### src/rtl/pipeline_hazard_controller_if.sv
// Hazard-controller bus: hazard information from the pipeline registers and
// the stall/flush/redirect controls plus statistics going back.
interface pipeline_hazard_controller_if #(
    parameter int CNT_W = 16
);
    logic             ID_EX_MemRead;
    logic [4:0]       ID_EX_WriteRegister;
    logic [4:0]       IF_ID_Rs;
    logic [4:0]       IF_ID_Rt;
    logic             EX_MEM_BranchEQ;
    logic             EX_MEM_BranchNE;
    logic             EX_MEM_Jump;
    logic             EX_MEM_Zero;
    logic             EX_MEM_MemRead;
    logic             EX_MEM_MemWrite;
    logic             mem_ready;
    logic             clear_stats;

    logic             PC_Write;
    logic             IF_ID_Write;
    logic             ID_EX_Write;
    logic             EX_MEM_Write;
    logic             IF_ID_Flush;
    logic             ID_EX_Flush;
    logic             EX_MEM_Flush;
    logic             PC_Redirect;
    logic [CNT_W-1:0] stall_count;
    logic [CNT_W-1:0] flush_count;
    logic             mem_timeout_err;

    // Pipeline side: supplies hazard information, consumes controls
    modport master (
        output ID_EX_MemRead, ID_EX_WriteRegister, IF_ID_Rs, IF_ID_Rt,
               EX_MEM_BranchEQ, EX_MEM_BranchNE, EX_MEM_Jump, EX_MEM_Zero,
               EX_MEM_MemRead, EX_MEM_MemWrite, mem_ready, clear_stats,
        input  PC_Write, IF_ID_Write, ID_EX_Write, EX_MEM_Write,
               IF_ID_Flush, ID_EX_Flush, EX_MEM_Flush, PC_Redirect,
               stall_count, flush_count, mem_timeout_err
    );

    // Controller side
    modport slave (
        input  ID_EX_MemRead, ID_EX_WriteRegister, IF_ID_Rs, IF_ID_Rt,
               EX_MEM_BranchEQ, EX_MEM_BranchNE, EX_MEM_Jump, EX_MEM_Zero,
               EX_MEM_MemRead, EX_MEM_MemWrite, mem_ready, clear_stats,
        output PC_Write, IF_ID_Write, ID_EX_Write, EX_MEM_Write,
               IF_ID_Flush, ID_EX_Flush, EX_MEM_Flush, PC_Redirect,
               stall_count, flush_count, mem_timeout_err
    );
endinterface

### src/rtl/pipeline_hazard_controller.sv
// Pipeline hazard controller: resolves memory waits, taken branches/jumps and
// load-use hazards (priority in that order) into stage write enables,
// flushes and a PC redirect, and keeps saturating stall/flush statistics
// plus a sticky memory-timeout flag.
module pipeline_hazard_controller #(
    parameter int CNT_W   = 16,
    parameter int TIMEOUT = 255
) (
    input  logic                         clk,
    input  logic                         reset,
    pipeline_hazard_controller_if.slave  bus
);

    // Wait counter only ever needs to reach TIMEOUT before the FSM leaves MEM_WAIT
    localparam int                WAIT_W     = (TIMEOUT < 2) ? 1 : $clog2(TIMEOUT + 1);
    localparam logic [WAIT_W-1:0] WAIT_LIMIT = WAIT_W'(TIMEOUT);
    localparam logic [WAIT_W-1:0] WAIT_ONE   = WAIT_W'(1);
    localparam logic [CNT_W-1:0]  CNT_MAX    = '1;

    typedef enum logic [1:0] {
        RUN,
        MEM_WAIT,
        FLUSH,
        LOAD_STALL
    } state_t;

    state_t            state;
    state_t            next_state;
    logic [WAIT_W-1:0] wait_count;
    logic [WAIT_W-1:0] wait_next;
    logic [CNT_W-1:0]  stall_count;
    logic [CNT_W-1:0]  flush_count;
    logic              timeout_err;

    logic taken;
    logic load_use;
    logic mem_busy;
    logic timeout_hit;

    logic pc_write;
    logic if_id_write;
    logic id_ex_write;
    logic ex_mem_write;
    logic if_id_flush;
    logic id_ex_flush;
    logic ex_mem_flush;
    logic pc_redirect;

    assign taken = (bus.EX_MEM_BranchEQ & bus.EX_MEM_Zero)
                 | (bus.EX_MEM_BranchNE & ~bus.EX_MEM_Zero)
                 | bus.EX_MEM_Jump;

    // Register 0 is hard-wired, so a load into it can never create a hazard
    assign load_use = bus.ID_EX_MemRead
                    & (bus.ID_EX_WriteRegister != 5'd0)
                    & ((bus.ID_EX_WriteRegister == bus.IF_ID_Rs)
                     | (bus.ID_EX_WriteRegister == bus.IF_ID_Rt));

    assign mem_busy = (bus.EX_MEM_MemRead | bus.EX_MEM_MemWrite) & ~bus.mem_ready;

    // Next state, wait-counter update and combinational stage controls
    always_comb begin
        next_state   = state;
        wait_next    = wait_count;
        timeout_hit  = 1'b0;
        pc_write     = 1'b1;
        if_id_write  = 1'b1;
        id_ex_write  = 1'b1;
        ex_mem_write = 1'b1;
        if_id_flush  = 1'b0;
        id_ex_flush  = 1'b0;
        ex_mem_flush = 1'b0;
        pc_redirect  = 1'b0;

        case (state)
            RUN: begin
                if (mem_busy) begin
                    pc_write     = 1'b0;
                    if_id_write  = 1'b0;
                    id_ex_write  = 1'b0;
                    ex_mem_write = 1'b0;
                    wait_next    = WAIT_ONE;
                    next_state   = MEM_WAIT;
                end else if (taken) begin
                    pc_redirect  = 1'b1;
                    if_id_flush  = 1'b1;
                    id_ex_flush  = 1'b1;
                    ex_mem_flush = 1'b1;
                    next_state   = FLUSH;
                end else if (load_use) begin
                    pc_write     = 1'b0;
                    if_id_write  = 1'b0;
                    id_ex_flush  = 1'b1;
                    next_state   = LOAD_STALL;
                end
            end

            MEM_WAIT: begin
                if (bus.mem_ready) begin
                    wait_next  = '0;
                    next_state = RUN;
                end else if (wait_count >= WAIT_LIMIT) begin
                    timeout_hit = 1'b1;
                    wait_next   = '0;
                    next_state  = RUN;
                end else begin
                    pc_write     = 1'b0;
                    if_id_write  = 1'b0;
                    id_ex_write  = 1'b0;
                    ex_mem_write = 1'b0;
                    wait_next    = wait_count + WAIT_ONE;
                end
            end

            FLUSH: begin
                if (mem_busy) begin
                    pc_write     = 1'b0;
                    if_id_write  = 1'b0;
                    id_ex_write  = 1'b0;
                    ex_mem_write = 1'b0;
                    wait_next    = WAIT_ONE;
                    next_state   = MEM_WAIT;
                end else begin
                    next_state = RUN;
                end
            end

            LOAD_STALL: begin
                if (mem_busy) begin
                    pc_write     = 1'b0;
                    if_id_write  = 1'b0;
                    id_ex_write  = 1'b0;
                    ex_mem_write = 1'b0;
                    wait_next    = WAIT_ONE;
                    next_state   = MEM_WAIT;
                end else if (taken) begin
                    pc_redirect  = 1'b1;
                    if_id_flush  = 1'b1;
                    id_ex_flush  = 1'b1;
                    ex_mem_flush = 1'b1;
                    next_state   = FLUSH;
                end else begin
                    next_state = RUN;
                end
            end

            default: begin
                next_state = RUN;
                wait_next  = '0;
            end
        endcase

        // Reset freezes every stage and drops any redirect immediately
        if (reset) begin
            pc_write     = 1'b0;
            if_id_write  = 1'b0;
            id_ex_write  = 1'b0;
            ex_mem_write = 1'b0;
            if_id_flush  = 1'b0;
            id_ex_flush  = 1'b0;
            ex_mem_flush = 1'b0;
            pc_redirect  = 1'b0;
            timeout_hit  = 1'b0;
        end
    end

    // State and wait-counter registers
    always_ff @(posedge clk or posedge reset) begin
        if (reset) begin
            state      <= RUN;
            wait_count <= '0;
        end else begin
            state      <= next_state;
            wait_count <= wait_next;
        end
    end

    // Statistics and sticky timeout flag; clear_stats wins over any update
    always_ff @(posedge clk or posedge reset) begin
        if (reset) begin
            stall_count <= '0;
            flush_count <= '0;
            timeout_err <= 1'b0;
        end else if (bus.clear_stats) begin
            stall_count <= '0;
            flush_count <= '0;
            timeout_err <= 1'b0;
        end else begin
            if (!pc_write && (stall_count != CNT_MAX)) begin
                stall_count <= stall_count + 1'b1;
            end
            if (pc_redirect && (flush_count != CNT_MAX)) begin
                flush_count <= flush_count + 1'b1;
            end
            if (timeout_hit) begin
                timeout_err <= 1'b1;
            end
        end
    end

    assign bus.PC_Write        = pc_write;
    assign bus.IF_ID_Write     = if_id_write;
    assign bus.ID_EX_Write     = id_ex_write;
    assign bus.EX_MEM_Write    = ex_mem_write;
    assign bus.IF_ID_Flush     = if_id_flush;
    assign bus.ID_EX_Flush     = id_ex_flush;
    assign bus.EX_MEM_Flush    = ex_mem_flush;
    assign bus.PC_Redirect     = pc_redirect;
    assign bus.stall_count     = stall_count;
    assign bus.flush_count     = flush_count;
    assign bus.mem_timeout_err = timeout_err;

endmodule
### src/flat_wrapper.sv
// flat-port wrapper written by rule: the top's interface ports become plain ports
module pipeline_hazard_controller_flat 
#(
    parameter int CNT_W   = 16,
    parameter int TIMEOUT = 255
)
  (clk, reset, bus_ID_EX_MemRead, bus_ID_EX_WriteRegister, bus_IF_ID_Rs, bus_IF_ID_Rt, bus_EX_MEM_BranchEQ, bus_EX_MEM_BranchNE, bus_EX_MEM_Jump, bus_EX_MEM_Zero, bus_EX_MEM_MemRead, bus_EX_MEM_MemWrite, bus_mem_ready, bus_clear_stats, bus_PC_Write, bus_IF_ID_Write, bus_ID_EX_Write, bus_EX_MEM_Write, bus_IF_ID_Flush, bus_ID_EX_Flush, bus_EX_MEM_Flush, bus_PC_Redirect, bus_stall_count, bus_flush_count, bus_mem_timeout_err);
  pipeline_hazard_controller_if #(.CNT_W(CNT_W)) bus_i ();
  input  logic clk;
  input  logic reset;
  input wire logic [$bits(bus_i.ID_EX_MemRead)-1:0] bus_ID_EX_MemRead;
  input wire logic [$bits(bus_i.ID_EX_WriteRegister)-1:0] bus_ID_EX_WriteRegister;
  input wire logic [$bits(bus_i.IF_ID_Rs)-1:0] bus_IF_ID_Rs;
  input wire logic [$bits(bus_i.IF_ID_Rt)-1:0] bus_IF_ID_Rt;
  input wire logic [$bits(bus_i.EX_MEM_BranchEQ)-1:0] bus_EX_MEM_BranchEQ;
  input wire logic [$bits(bus_i.EX_MEM_BranchNE)-1:0] bus_EX_MEM_BranchNE;
  input wire logic [$bits(bus_i.EX_MEM_Jump)-1:0] bus_EX_MEM_Jump;
  input wire logic [$bits(bus_i.EX_MEM_Zero)-1:0] bus_EX_MEM_Zero;
  input wire logic [$bits(bus_i.EX_MEM_MemRead)-1:0] bus_EX_MEM_MemRead;
  input wire logic [$bits(bus_i.EX_MEM_MemWrite)-1:0] bus_EX_MEM_MemWrite;
  input wire logic [$bits(bus_i.mem_ready)-1:0] bus_mem_ready;
  input wire logic [$bits(bus_i.clear_stats)-1:0] bus_clear_stats;
  output wire logic [$bits(bus_i.PC_Write)-1:0] bus_PC_Write;
  output wire logic [$bits(bus_i.IF_ID_Write)-1:0] bus_IF_ID_Write;
  output wire logic [$bits(bus_i.ID_EX_Write)-1:0] bus_ID_EX_Write;
  output wire logic [$bits(bus_i.EX_MEM_Write)-1:0] bus_EX_MEM_Write;
  output wire logic [$bits(bus_i.IF_ID_Flush)-1:0] bus_IF_ID_Flush;
  output wire logic [$bits(bus_i.ID_EX_Flush)-1:0] bus_ID_EX_Flush;
  output wire logic [$bits(bus_i.EX_MEM_Flush)-1:0] bus_EX_MEM_Flush;
  output wire logic [$bits(bus_i.PC_Redirect)-1:0] bus_PC_Redirect;
  output wire logic [$bits(bus_i.stall_count)-1:0] bus_stall_count;
  output wire logic [$bits(bus_i.flush_count)-1:0] bus_flush_count;
  output wire logic [$bits(bus_i.mem_timeout_err)-1:0] bus_mem_timeout_err;
  assign bus_i.ID_EX_MemRead = bus_ID_EX_MemRead;
  assign bus_i.ID_EX_WriteRegister = bus_ID_EX_WriteRegister;
  assign bus_i.IF_ID_Rs = bus_IF_ID_Rs;
  assign bus_i.IF_ID_Rt = bus_IF_ID_Rt;
  assign bus_i.EX_MEM_BranchEQ = bus_EX_MEM_BranchEQ;
  assign bus_i.EX_MEM_BranchNE = bus_EX_MEM_BranchNE;
  assign bus_i.EX_MEM_Jump = bus_EX_MEM_Jump;
  assign bus_i.EX_MEM_Zero = bus_EX_MEM_Zero;
  assign bus_i.EX_MEM_MemRead = bus_EX_MEM_MemRead;
  assign bus_i.EX_MEM_MemWrite = bus_EX_MEM_MemWrite;
  assign bus_i.mem_ready = bus_mem_ready;
  assign bus_i.clear_stats = bus_clear_stats;
  assign bus_PC_Write = bus_i.PC_Write;
  assign bus_IF_ID_Write = bus_i.IF_ID_Write;
  assign bus_ID_EX_Write = bus_i.ID_EX_Write;
  assign bus_EX_MEM_Write = bus_i.EX_MEM_Write;
  assign bus_IF_ID_Flush = bus_i.IF_ID_Flush;
  assign bus_ID_EX_Flush = bus_i.ID_EX_Flush;
  assign bus_EX_MEM_Flush = bus_i.EX_MEM_Flush;
  assign bus_PC_Redirect = bus_i.PC_Redirect;
  assign bus_stall_count = bus_i.stall_count;
  assign bus_flush_count = bus_i.flush_count;
  assign bus_mem_timeout_err = bus_i.mem_timeout_err;
  pipeline_hazard_controller #(.CNT_W(CNT_W), .TIMEOUT(TIMEOUT)) u_core (.clk(clk), .reset(reset), .bus(bus_i));
endmodule
### config.mk
export PLATFORM = sky130hd
export DESIGN_NAME = pipeline_hazard_controller_flat
export DESIGN_NICKNAME = d
export VERILOG_FILES = /design/src/rtl/pipeline_hazard_controller_if.sv /design/src/rtl/pipeline_hazard_controller.sv /design/src/flat_wrapper.sv
export SDC_FILE = /design/constraint.sdc
export NUM_CORES = 1
export LEC_CHECK = 0
export CAP_MARGIN = 15
export CORE_MARGIN = 2
export CORE_UTILIZATION = 57
export CTS_CLUSTER_DIAMETER = 200
export DETAILED_ROUTE_END_ITERATION = 16
export DONT_BUFFER_PORTS = 1
export PLACE_DENSITY = 0.8
export SLEW_MARGIN = 20
export SYNTH_ARGS = -nofsm -noshare
export SYNTH_HDL_FRONTEND = slang
export SYNTH_SLANG_ARGS = --single-unit
### constraint.sdc
create_clock -name clk -period 5.1 [get_ports clk]
set_input_delay 1.53 -clock clk [delete_from_list [all_inputs] [get_ports clk]]
set_output_delay 1.53 -clock clk [all_outputs]
set_load 0.01 [all_outputs]
==> metrics.md <==
| Metric | Value |
|---|---|
| Top Ports | `67` |
| Cell variety after synth | `49` |
| 1st-iter DRT viols | `137` |
| Post-Syn Nets | `330` |
| Switch Pwr | `slightly above 0.3 mW` |
| Arrival time at the worst endpoint | `between 2000 and 3000 ps` |
| Final setup fails | `0` |
| CP max stage delay | `740 ps` |
| Inst Count DP | `between 300 and 400` |
| Clk_skew | `approximately 10 ps` |
| Cells on worst reg2reg path | `6` |
| CTS buffer count | `5` |
| Post-Place Worst Slack | `805 ps` |
| Final cell count without fillers | `around 340` |
| Post-CTS Setup Inserts | `0` |
| Core region area | `4410 µm²` |
| Clk sink count | `43` |
| Final WS setup | `between 700 and 800 ps` |
| Power share of the sequential group | `0.450` |
| Tcrit/Tclk final | `0.845` |
| Drt wl/cell | `17.0 µm` |
| GR Overflow Total | `0` |
| RSZ-0062 raised after global routing | `no` |
| Std-Cell Rows | `24` |
| Initial Util | `0.603` |
| Post-Route WL | `5.81 mm` |
| Ys Warns | `0` |
| Sw frac | `0.337` |
| Die area | `between 5000 and 6000 µm²` |
| Drt pass-1 iters | `4` |
| Clock-pin slew on the worst setup and hold paths | `around 80 ps` |
| Clk_lat worst skew | `around 300 ps` |
| Die X | `72.3 µm` |
| Critical Path End Type | `output pin` |
| Pwr Density | `~330 nW/µm²` |
| Placer Congestion | `0.863` |
| Internal power | `0.595 mW` |
| Hold Startpoint | `u_core.wait_count[7]` |
| Syn_area_per_cell | `between 8 and 9 µm²` |
| Max IR drop VDD | `about 0.21 mV` |
| Fin nets | `322` |
| Crit Path Category | `primary input to output pin` |
| Die Span Y | `between 70 and 80 µm` |
| DRT antenna net count | `0` |
| Area grow syn2layout | `3.34%` |
| Vias in the first global route | `2144` |
| Share of cells above drive strength 1 | `0.0554` |
| Combinational Power Share | `0.266` |
| Max clock buf depth | `2` |
| Hold Path Stages | `1` |
| Critical Path Start | `bus_EX_MEM_BranchNE` |
| CP Max Fanout | `4` |
| Clock Power Share | `0.283` |
| Gr usage total | `0.238` |
| R2r setup slk | `around 2500 ps` |
| Setup TNS | `0 ps` |
| Post-Synthesis Cells | `~300` |
| Final Critical Period | `approximately 4300 ps` |
| Largest delay share family, worst path | `compound AO/OA/AOI/OAI gates` |
| Crit start category | `primary input` |
| Max Transition Viols Final | `0` |
| Initial antenna violation count | `0` |
| Min-Delay Path Class | `flop to flop` |
| Leakage | `roughly 1.1 nW` |
| Measured slew at the worst slew-check pin | `around 840 ps` |
| Sequential cell area fraction in the yosys report | `0.404` |
| Hold Vio Cnt, Final | `0` |
| Root Buffer | `clkbuf_8` |
| Dpl hpwl | `4.13 mm` |
| Vias per inst | `approximately 6.6` |
| # DRC | `0` |
| Pwr Total | `between 0.8 and 0.9 mW` |
| IO Port Bufs | `0` |
| Post-cts gate resize count | `0` |
| Utilization after layout | `0.623` |
| CP max-delay cell | `o311ai_0` |
| Ant diodes | `0` |
| Ys flop type | `dfrtp_1` |
| Max-Slew Margin vs Limit | `0.431` |
| CP Buf/Inv Count | `1` |
| Outcome | `finished clean` |
| Yosys reg bits | `43` |
| Cell area after synthesis | `between 2000 and 3000 µm²` |
| First-pass GRT wire length | `roughly 10 mm` |
| Worst endpoint required time | `roughly 3600 ps` |
| Worst r2r src | `u_core.bus.stall_count[2]` |
| DR vias | `2241` |
| Post-synth EDFFs | `0` |
| Cts hold-fix bufs | `0` |
| Ys async rst share | `1.00` |
| Max Cap Violations | `0` |
| Worst path depth | `3` |
| Largest net degree at the start of global routing | `44` |
| CTS tree | `built` |
| CTS H-tree depth | `2` |
| Worst-path cell chain | `nor2b_1, o311ai_0, inv_1` |
| Fmax achieved | `0.232 GHz` |
==> routing by layer <==
layer | wire length, µm | vias up | global-route usage | part of all wire
met5 | 0 | - | 0 | 0
met4 | 57 | 0 | 0.0755 | 0.0098
met3 | 427 | 6 | 0.0750 | 0.073
met2 | 2850 | 78 | 0.380 | 0.49
met1 | 2480 | 1082 | 0.309 | 0.43
li1 | - | 1075 | - | -
==> worst paths after layout <==
check | endpoint
max in group asynchronous | u_core.state[1]
worst max-delay path | bus_EX_MEM_Flush
worst max register to register | u_core.bus.stall_count[2]
worst min-delay path | u_core.wait_count[7]
worst min register to register | u_core.wait_count[7]
min in group asynchronous | u_core.wait_count[2]
==> placed cells by master, fill, tap and decap left out, drive strengths merged, types with 2 or more instances in the layout <==
| cell | count |
|---|---|
| a211oi | 3 |
| a21oi | 23 |
| a31oi | 2 |
| a41o | 2 |
| and2 | 3 |
| and3 | 6 |
| and4 | 5 |
| clkbuf | 6 |
| dfrtp | 43 |
| ha | 7 |
| inv | 10 |
| mux2 | 2 |
| nand2 | 20 |
| nand2b | 3 |
| nand3 | 18 |
| nand4 | 13 |
| nor2 | 30 |
| nor2b | 4 |
| nor4 | 2 |
| o2111ai | 3 |
| o21ai | 13 |
| o21bai | 2 |
| o22ai | 2 |
| o31ai | 13 |
| o41ai | 2 |
| or3 | 5 |
| or4 | 9 |
| xnor2 | 12 |
| xor2 | 10 |
==> final cells by class <==
| type | count | area, µm² |
|---|---|---|
| fill | 392 | 1660 |
| clock buffer | 6 | 72.6 |
| clock inverter | 1 | 30.0 |
| tap | 52 | 65.1 |
| inverter | 11 | 43.8 |
| timing repair buffer | 1 | 7.51 |
| multi-input combinational | 227 | 1460 |
| sequential | 43 | 1080 |
==> registers in the layout, indices dropped and copies added (netlist names) <==
signal                      cells
u_core.bus.mem_timeout_err      1
u_core.state                    2
u_core.bus.stall_count         16
u_core.bus.flush_count         16
u_core.wait_count               8
==> power by group through the flow <==
stage	Combinational (mW)	Sequential, mW	Clock [mW]
final	0.239	0.404	0.254
after global routing	0.271	0.411	0.271
after CTS	0.238	0.404	0.259
after detailed placement	0.238	0.410	0
after global placement	0.230	0.408	0
after floorplan	0.215	0.401	0
==> cells in the mapped netlist (6+ instances only) <==
| master | number | area share |
|---|---|---|
| inv_1 | 10 | 0.014 |
| a21oi_1 | 23 | 0.043 |
| o21ai_0 | 12 | 0.023 |
| ha_1 | 7 | 0.033 |
| nand3_1 | 18 | 0.034 |
| clkbuf_1 | 8 | 0.011 |
| xnor2_1 | 12 | 0.039 |
| nor2_1 | 30 | 0.042 |
| dfrtp_1 | 43 | 0.40 |
| o31ai_1 | 13 | 0.037 |
| xor2_1 | 10 | 0.033 |
| or4_1 | 9 | 0.025 |
| and3_1 | 6 | 0.014 |
| nand2_1 | 20 | 0.028 |
| nand4_1 | 13 | 0.031 |
==> through the flow <==
step                hold slack [ps]  cell area (µm²)
finish                          517             2750
global route                    547             2750
CTS                             523             2750
detailed placement              495             2650
global placement                476             2650
floorplan                       453             2660
==> kinds of logic after synthesis <==
family / after synthesis / share of synthesized area
simple gates: 122 / 0.245
buf+inv: 27 / 0.0489
xor+xnor: 22 / 0.0724
mux: 3 / 0.0122
compound gates: 73 / 0.184
fa+ha+maj: 7 / 0.0329
flops: 43 / 0.404
Power figures use the tool's default switching activity.
